==> src/rtl/core_rvfi_sched_if.sv <==
// core_rvfi_sched_if
//   Bundle of the retirement push, completion and trace output signals of the
//   RVFI retirement scheduler.
//   master : pipeline/trace side (drives r_*/c_* inputs, observes r_ready/r_tag/t_*)
//   slave  : the scheduler itself
//   Parameters: XLEN datapath width, PW opaque packet width, DEPTH queue entries.
interface core_rvfi_sched_if #(
  parameter int XLEN  = 64,
  parameter int PW    = 128,
  parameter int DEPTH = 4
);
  localparam int TW = $clog2(DEPTH);

  // retirement push
  logic            r_valid;
  logic            r_ready;
  logic [TW-1:0]   r_tag;
  logic [PW-1:0]   r_info;
  logic [4:0]      r_rd_addr;
  logic [XLEN-1:0] r_rd_wdata;
  logic            r_pend;

  // late completion
  logic            c_valid;
  logic [TW-1:0]   c_tag;
  logic [XLEN-1:0] c_rd_wdata;
  logic [XLEN-1:0] c_mem_rdata;

  // trace output
  logic            t_valid;
  logic [63:0]     t_order;
  logic [PW-1:0]   t_info;
  logic [4:0]      t_rd_addr;
  logic [XLEN-1:0] t_rd_wdata;
  logic [XLEN-1:0] t_mem_rdata;
  logic            t_err;

  modport master (
    output r_valid, r_info, r_rd_addr, r_rd_wdata, r_pend,
    output c_valid, c_tag, c_rd_wdata, c_mem_rdata,
    input  r_ready, r_tag,
    input  t_valid, t_order, t_info, t_rd_addr, t_rd_wdata, t_mem_rdata, t_err
  );

  modport slave (
    input  r_valid, r_info, r_rd_addr, r_rd_wdata, r_pend,
    input  c_valid, c_tag, c_rd_wdata, c_mem_rdata,
    output r_ready, r_tag,
    output t_valid, t_order, t_info, t_rd_addr, t_rd_wdata, t_mem_rdata, t_err
  );
endinterface

==> src/rtl/core_rvfi_sched.sv <==
// core_rvfi_sched
//   In-order retirement scheduler for the RVFI trace port. Retirement packets
//   are queued in program order; packets waiting on a late rd/load result stay
//   in the queue until a tagged completion supplies the data. Packets leave
//   strictly in order, at most one per cycle, stamped with a 64-bit order number.
//   Ports:
//     g_clk      clock, all state on rising edge
//     g_reset    asynchronous active-high reset
//     bus        core_rvfi_sched_if.slave (push r_*, completion c_*, trace t_*)
//   Parameters: XLEN, PW, DEPTH (power of 2, >= 2), ORDER_INIT (order counter
//   value after reset, normally 0).
module core_rvfi_sched #(
  parameter int          XLEN       = 64,
  parameter int          PW         = 128,
  parameter int          DEPTH      = 4,
  parameter logic [63:0] ORDER_INIT = 64'd0
) (
  input  logic             g_clk,
  input  logic             g_reset,
  core_rvfi_sched_if.slave bus
);

  localparam int TW   = $clog2(DEPTH);
  localparam int PTRW = TW + 1;

  // queue storage
  logic [PW-1:0]   info_q     [DEPTH];
  logic [4:0]      rd_addr_q  [DEPTH];
  logic [XLEN-1:0] rd_wdata_q [DEPTH];
  logic [XLEN-1:0] mem_rdata_q[DEPTH];
  logic [DEPTH-1:0] occ_q;
  logic [DEPTH-1:0] pend_q;

  logic [PTRW-1:0] head_q, tail_q;
  logic [63:0]     order_q;

  // output registers
  logic            t_valid_q;
  logic [63:0]     t_order_q;
  logic [PW-1:0]   t_info_q;
  logic [4:0]      t_rd_addr_q;
  logic [XLEN-1:0] t_rd_wdata_q;
  logic [XLEN-1:0] t_mem_rdata_q;
  logic            t_err_q;

  logic [TW-1:0]   head_idx, tail_idx;
  logic            empty, full;
  logic            push, c_ok, head_done, bypass, pop_q, pop, err_set;
  logic [PW-1:0]   e_info;
  logic [4:0]      e_rd_addr;
  logic [XLEN-1:0] e_rd_wdata, e_mem_rdata;

  always_comb begin
    head_idx = head_q[TW-1:0];
    tail_idx = tail_q[TW-1:0];
    empty    = (head_q == tail_q);
    full     = (head_idx == tail_idx) && (head_q[TW] != tail_q[TW]);

    push      = bus.r_valid && !full;
    // only an occupied, still-pending entry may be completed
    c_ok      = bus.c_valid && occ_q[bus.c_tag] && pend_q[bus.c_tag];
    head_done = c_ok && (bus.c_tag == head_idx);
    // a ready packet arriving at an empty queue leaves in the same cycle
    bypass    = empty && push && !bus.r_pend;
    pop_q     = !empty && occ_q[head_idx] && (!pend_q[head_idx] || head_done);
    pop       = bypass || pop_q;
    err_set   = (bus.r_valid && full) || (bus.c_valid && !c_ok);

    e_info      = info_q[head_idx];
    e_rd_addr   = rd_addr_q[head_idx];
    e_rd_wdata  = rd_wdata_q[head_idx];
    e_mem_rdata = mem_rdata_q[head_idx];
    if (bypass) begin
      e_info      = bus.r_info;
      e_rd_addr   = bus.r_rd_addr;
      e_rd_wdata  = bus.r_rd_wdata;
      e_mem_rdata = '0;
    end else if (head_done) begin
      e_rd_wdata  = bus.c_rd_wdata;
      e_mem_rdata = bus.c_mem_rdata;
    end
  end

  always_ff @(posedge g_clk or posedge g_reset) begin
    if (g_reset) begin
      for (int i = 0; i < DEPTH; i++) begin
        info_q[i]      <= '0;
        rd_addr_q[i]   <= '0;
        rd_wdata_q[i]  <= '0;
        mem_rdata_q[i] <= '0;
      end
      occ_q         <= '0;
      pend_q        <= '0;
      head_q        <= '0;
      tail_q        <= '0;
      order_q       <= ORDER_INIT;
      t_valid_q     <= 1'b0;
      t_order_q     <= '0;
      t_info_q      <= '0;
      t_rd_addr_q   <= '0;
      t_rd_wdata_q  <= '0;
      t_mem_rdata_q <= '0;
      t_err_q       <= 1'b0;
    end else begin
      t_valid_q <= pop;

      if (pop) begin
        t_order_q     <= order_q;
        order_q       <= order_q + 64'd1;
        t_info_q      <= e_info;
        t_rd_addr_q   <= e_rd_addr;
        t_rd_wdata_q  <= (e_rd_addr == 5'd0) ? '0 : e_rd_wdata;
        t_mem_rdata_q <= e_mem_rdata;
        head_q        <= head_q + PTRW'(1);
      end

      if (push) begin
        tail_q <= tail_q + PTRW'(1);
        // a bypassed packet never becomes a resident entry
        if (!bypass) begin
          info_q[tail_idx]      <= bus.r_info;
          rd_addr_q[tail_idx]   <= bus.r_rd_addr;
          rd_wdata_q[tail_idx]  <= bus.r_rd_wdata;
          mem_rdata_q[tail_idx] <= '0;
          pend_q[tail_idx]      <= bus.r_pend;
          occ_q[tail_idx]       <= 1'b1;
        end
      end

      // c_ok targets an occupied slot, so it never collides with the push slot
      if (c_ok) begin
        rd_wdata_q[bus.c_tag]  <= bus.c_rd_wdata;
        mem_rdata_q[bus.c_tag] <= bus.c_mem_rdata;
        pend_q[bus.c_tag]      <= 1'b0;
      end

      if (pop_q) begin
        occ_q[head_idx] <= 1'b0;
      end

      if (err_set) begin
        t_err_q <= 1'b1;
      end
    end
  end

  assign bus.r_ready     = !full;
  assign bus.r_tag       = tail_idx;
  assign bus.t_valid     = t_valid_q;
  assign bus.t_order     = t_order_q;
  assign bus.t_info      = t_info_q;
  assign bus.t_rd_addr   = t_rd_addr_q;
  assign bus.t_rd_wdata  = t_rd_wdata_q;
  assign bus.t_mem_rdata = t_mem_rdata_q;
  assign bus.t_err       = t_err_q;

endmodule

==> src/flat_wrapper.sv <==
// flat-port wrapper written by rule: the top's interface ports become plain ports
module core_rvfi_sched_flat 
#(
  parameter int          XLEN       = 64,
  parameter int          PW         = 128,
  parameter int          DEPTH      = 4,
  parameter logic [63:0] ORDER_INIT = 64'd0
)
  (g_clk, g_reset, bus_r_valid, bus_r_info, bus_r_rd_addr, bus_r_rd_wdata, bus_r_pend, bus_c_valid, bus_c_tag, bus_c_rd_wdata, bus_c_mem_rdata, bus_r_ready, bus_r_tag, bus_t_valid, bus_t_order, bus_t_info, bus_t_rd_addr, bus_t_rd_wdata, bus_t_mem_rdata, bus_t_err);
  core_rvfi_sched_if #(.XLEN(XLEN), .PW(PW), .DEPTH(DEPTH)) bus_i ();
  input  logic g_clk;
  input  logic g_reset;
  input wire logic [$bits(bus_i.r_valid)-1:0] bus_r_valid;
  input wire logic [$bits(bus_i.r_info)-1:0] bus_r_info;
  input wire logic [$bits(bus_i.r_rd_addr)-1:0] bus_r_rd_addr;
  input wire logic [$bits(bus_i.r_rd_wdata)-1:0] bus_r_rd_wdata;
  input wire logic [$bits(bus_i.r_pend)-1:0] bus_r_pend;
  input wire logic [$bits(bus_i.c_valid)-1:0] bus_c_valid;
  input wire logic [$bits(bus_i.c_tag)-1:0] bus_c_tag;
  input wire logic [$bits(bus_i.c_rd_wdata)-1:0] bus_c_rd_wdata;
  input wire logic [$bits(bus_i.c_mem_rdata)-1:0] bus_c_mem_rdata;
  output wire logic [$bits(bus_i.r_ready)-1:0] bus_r_ready;
  output wire logic [$bits(bus_i.r_tag)-1:0] bus_r_tag;
  output wire logic [$bits(bus_i.t_valid)-1:0] bus_t_valid;
  output wire logic [$bits(bus_i.t_order)-1:0] bus_t_order;
  output wire logic [$bits(bus_i.t_info)-1:0] bus_t_info;
  output wire logic [$bits(bus_i.t_rd_addr)-1:0] bus_t_rd_addr;
  output wire logic [$bits(bus_i.t_rd_wdata)-1:0] bus_t_rd_wdata;
  output wire logic [$bits(bus_i.t_mem_rdata)-1:0] bus_t_mem_rdata;
  output wire logic [$bits(bus_i.t_err)-1:0] bus_t_err;
  assign bus_i.r_valid = bus_r_valid;
  assign bus_i.r_info = bus_r_info;
  assign bus_i.r_rd_addr = bus_r_rd_addr;
  assign bus_i.r_rd_wdata = bus_r_rd_wdata;
  assign bus_i.r_pend = bus_r_pend;
  assign bus_i.c_valid = bus_c_valid;
  assign bus_i.c_tag = bus_c_tag;
  assign bus_i.c_rd_wdata = bus_c_rd_wdata;
  assign bus_i.c_mem_rdata = bus_c_mem_rdata;
  assign bus_r_ready = bus_i.r_ready;
  assign bus_r_tag = bus_i.r_tag;
  assign bus_t_valid = bus_i.t_valid;
  assign bus_t_order = bus_i.t_order;
  assign bus_t_info = bus_i.t_info;
  assign bus_t_rd_addr = bus_i.t_rd_addr;
  assign bus_t_rd_wdata = bus_i.t_rd_wdata;
  assign bus_t_mem_rdata = bus_i.t_mem_rdata;
  assign bus_t_err = bus_i.t_err;
  core_rvfi_sched #(.XLEN(XLEN), .PW(PW), .DEPTH(DEPTH), .ORDER_INIT(ORDER_INIT)) u_core (.g_clk(g_clk), .g_reset(g_reset), .bus(bus_i));
endmodule
==> config.mk <==
export PLATFORM = sky130hd
export DESIGN_NAME = core_rvfi_sched_flat
export DESIGN_NICKNAME = d
export VERILOG_FILES = /design/src/rtl/core_rvfi_sched_if.sv /design/src/rtl/core_rvfi_sched.sv /design/src/flat_wrapper.sv
export SDC_FILE = /design/constraint.sdc
export NUM_CORES = 2
export LEC_CHECK = 0
export CAP_MARGIN = 10
export CORE_MARGIN = 2
export CORE_UTILIZATION = 50
export CTS_BUF_LIST = sky130_fd_sc_hd__clkbuf_16
export CTS_CLUSTER_SIZE = 10
export DETAILED_ROUTE_END_ITERATION = 8
export PLACE_DENSITY_LB_ADDON = 0.05
export REMOVE_ABC_BUFFERS = 1
export SYNTH_ARGS = -nofsm -noshare
export SYNTH_HDL_FRONTEND = slang
export SYNTH_SLANG_ARGS = --single-unit
==> constraint.sdc <==
create_clock -name g_clk -period 108.2 [get_ports g_clk]
set_input_delay 21.64 -clock g_clk [delete_from_list [all_inputs] [get_ports g_clk]]
set_output_delay 21.64 -clock g_clk [all_outputs]
set_load 0.02 [all_outputs]
==> metrics.txt <==
outcome=finished clean; commonest non-fill, non-tap cell in the layout=nand2_1; Die X=368 µm; worst hold slack=0.461 ns; CTS Hold Bufs=0; NetSw=995 µW; worst skew pair latency=0.78 ns; CP endpoint kind=flop; met3 usage=0.0775; initial antenna violation count=84; met2 usage=0.483; Worst path max stage delay=0.95 ns; postcts setup bufs=0; Seq. cell area=36300 µm²; FP Rows=133; num ports=662; grt peak-use layer=met2; layout cells sized above 1=0.0772; Worst Path Buf+Inv=4; Clock Tree Buf Depth=3; clock network fraction of design power=0.199; synth warn=0; Synth Flop Type=dfrtp_1; sequential share of power=0.366; Critical Path RT=108.85 ns; Clock Skew=0.0224 ns; P_int=1510 µW; Max VDD drop=51.2 µV; final setup TNS=0 ns; Post-synth EDFFs=0; Post-Syn Area=66100 µm²; Area Overhead vs Synth=18.3%; Num Clock Sinks=1449; Port Buffers=661; DRC=0; global route overflow=0; Initial Util=0.503; area of the multi-input gates=27700 µm²; largest net degree at the start of global routing=185; Tcrit/Tclk final=0.242; number of global-route vias before repair=53.4k; first-pass GRT wire length=322000 µm; most frequent cells in the layout=nand2_1, dfrtp_1, clkdlybuf4s50_1, nor2_1, o21ai_0; CP Cell Sequence=clkdlybuf4s50_1 > nand2b_1 > or4_4 > and2_1 > a31o_4 > inv_8 > buf_4 > buf_4 > nand4_1 > xnor2_1; Hold Crit Class=flop to flop; number of CTS-inserted buffers=167; antenna viol nets, final=0; Critical Setup Path Class=primary input to flop; DRT Pass-1 Iters=6; FFs w/ async S/R, synth=1.00; WL/cell=22.6 µm; DR vias/cell=5.76; Core ar.=131000 µm²; total die area=135000 µm²; fillers=11.2k; startpoint type of the worst setup path=primary input; Sw Share=0.397; crit-path leading delay family=buffers and inverters; GP Congestion=0.797; initial DRC count=4817; slowest CP cell=or4_4; leak pwr=0.0363 µW; Crit path top cell by count=buf_4; Avg Inst Size Synth=9.54 µm²; worst slew pin tran=1.18 ns; # H-tree levels=4; nets=7654; post-detail-place hpwl=117000 µm; Die Y-Extent=368 µm; final setup violation count=0; number of library cell types mapped by synthesis=54; post-synthesis cell count=6926; # resized after CTS=0; max-cap violations=0; Root Buffer=clkbuf_16; fmax=38.2 MHz; Logic pwr share=0.435; met1 Resource Use GR=0.407; All-Layer GR Usage=0.307; CTS tree=done; RSZ-0062 raised after global routing=false; DR vias=52.7k; Yosys reg bits=1449; Reg clk slew, reported paths=0.05 ns; largest fanout on the critical path=97; power density over the cells=32.1 nW/µm²; Hold Violations, Final=0; post-synthesis sequential area ratio=0.549; Slew headroom=0.215; Pins Over Slew Limit=0; fin crit period=26.20 ns; crit path DAT=26.85 ns; Routed Wire Length=207000 µm
==> kinds of logic (layout without fill, tap and decap cells) <==
logic type / count (synthesis) / count (layout) / share of synthesized area
AO/OA/AOI/OAI: 861 / 861 / 0.0770
XOR/XNOR: 71 / 71 / 0.00941
adder cells (fa/ha/maj): 9 / 9 / 0.00170
buffers and inverters: 519 / 954 / 0.0341
flip-flops: 1449 / 1449 / 0.549
multiplexers: 471 / 471 / 0.121
other: 0 / 44 / 0
AND/OR/NAND/NOR: 3546 / 3546 / 0.208
==> synth_stat cells (3+ instances only) <==
master	number	area, µm²
nor2_1	388	1460
dfrtp_1	1449	36300
xnor2_1	34	298
mux2i_1	193	1930
ha_1	9	113
o21ai_0	387	1940
a32oi_1	3	26.3
mux2_2	15	169
and2_1	11	68.8
nor4_2	8	100
inv_1	10	37.5
o31ai_1	21	158
nand3_1	25	125
a211oi_1	44	330
a22oi_1	65	488
buf_2	169	846
a2bb2oi_1	4	35.0
a21oi_1	6	30.0
buf_4	9	67.6
buf_6	8	90.1
a31oi_1	324	2030
nor3_1	16	80.1
nand4_1	24	150
mux4_2	263	5920
xor2_1	37	324
and4_1	8	70.1
and3_1	19	119
buf_1	49	184
nor4b_2	3	45.0
clkbuf_1	273	1020
nand2_1	3027	11400
==> per-stage QoR <==
stage / area [µm²] / utilization / total power, µW / instances / setup WS (ns)
after floorplan: 63900 / - / 1720 / 6418 / 45.69
after global placement: 73500 / 0.559 / 1990 / 8899 / 81.25
after detailed placement: 73500 / 0.559 / 2020 / 8899 / 81.13
after CTS: 78000 / 0.594 / 2520 / 9116 / 82.00
after global routing: 78100 / 0.595 / 2670 / 9151 / 81.71
final: 78100 / 0.595 / 2500 / 9160 / 82.00
==> worst paths after layout <==
check | slack [ns] | cells after the start | start | endpoint
worst max-delay path | 82.00 | 10 | bus_r_pend | u_core.order_q[25]
worst min-delay path | 0.46 | 2 | u_core.bus.t_order[63] | u_core.bus.t_order[63]
worst max register to register | 102.21 | 9 | u_core.head_q[1] | u_core.order_q[25]
worst min register to register | 0.46 | 2 | u_core.bus.t_order[63] | u_core.bus.t_order[63]
max in group asynchronous | 83.54 | 5 | g_reset | u_core.info_q[476]
min in group asynchronous | 21.40 | 2 | g_reset | u_core.order_q[20]
==> cell type report <==
type	count	share of cell area
antenna	44	0.00141
timing repair buffer	726	0.0927
inverter	11	0.000721
clock buffer	173	0.0554
multi-input combinational	4958	0.354
sequential	1449	0.464
tap	1755	0.0281
clock inverter	44	0.00303
==> tightest hold or removal path: stages, from the launching register on <==
cell and delay, ns:
dfrtp_1 0.34, nand2_1 0.05, nand2_1 0.05
==> registers in the layout, summed over array words and instances, names as in the netlist <==
register,count
u_core.occ_q,4
u_core.bus.t_mem_rdata,64
u_core.tail_q,3
u_core.bus.t_rd_addr,5
u_core.bus.t_valid,1
u_core.rd_wdata_q,256
u_core.rd_addr_q,20
u_core.pend_q,4
u_core.bus.t_order,64
u_core.info_q,512
u_core.mem_rdata_q,256
u_core.bus.t_rd_wdata,64
u_core.order_q,64
u_core.head_q,3
u_core.bus.t_err,1
u_core.bus.t_info,128
==> power groups by stage <==
stage	clock (µW)	sequential (µW)	combinational [µW]
2_1_floorplan	0	982	742
3_3_place_gp	0	916	1070
3_5_place_dp	0	921	1100
4_1_cts	507	915	1100
5_1_grt	529	940	1200
6_report	498	917	1090
==> routing by layer <==
metal | routed length, µm | vias up
met5 | 420 | -
met4 | 7270 | 72
met1 | 85300 | 26560
met2 | 98100 | 1861
li1 | - | 23826
met3 | 16200 | 397
(Power assumes the default switching activity.)
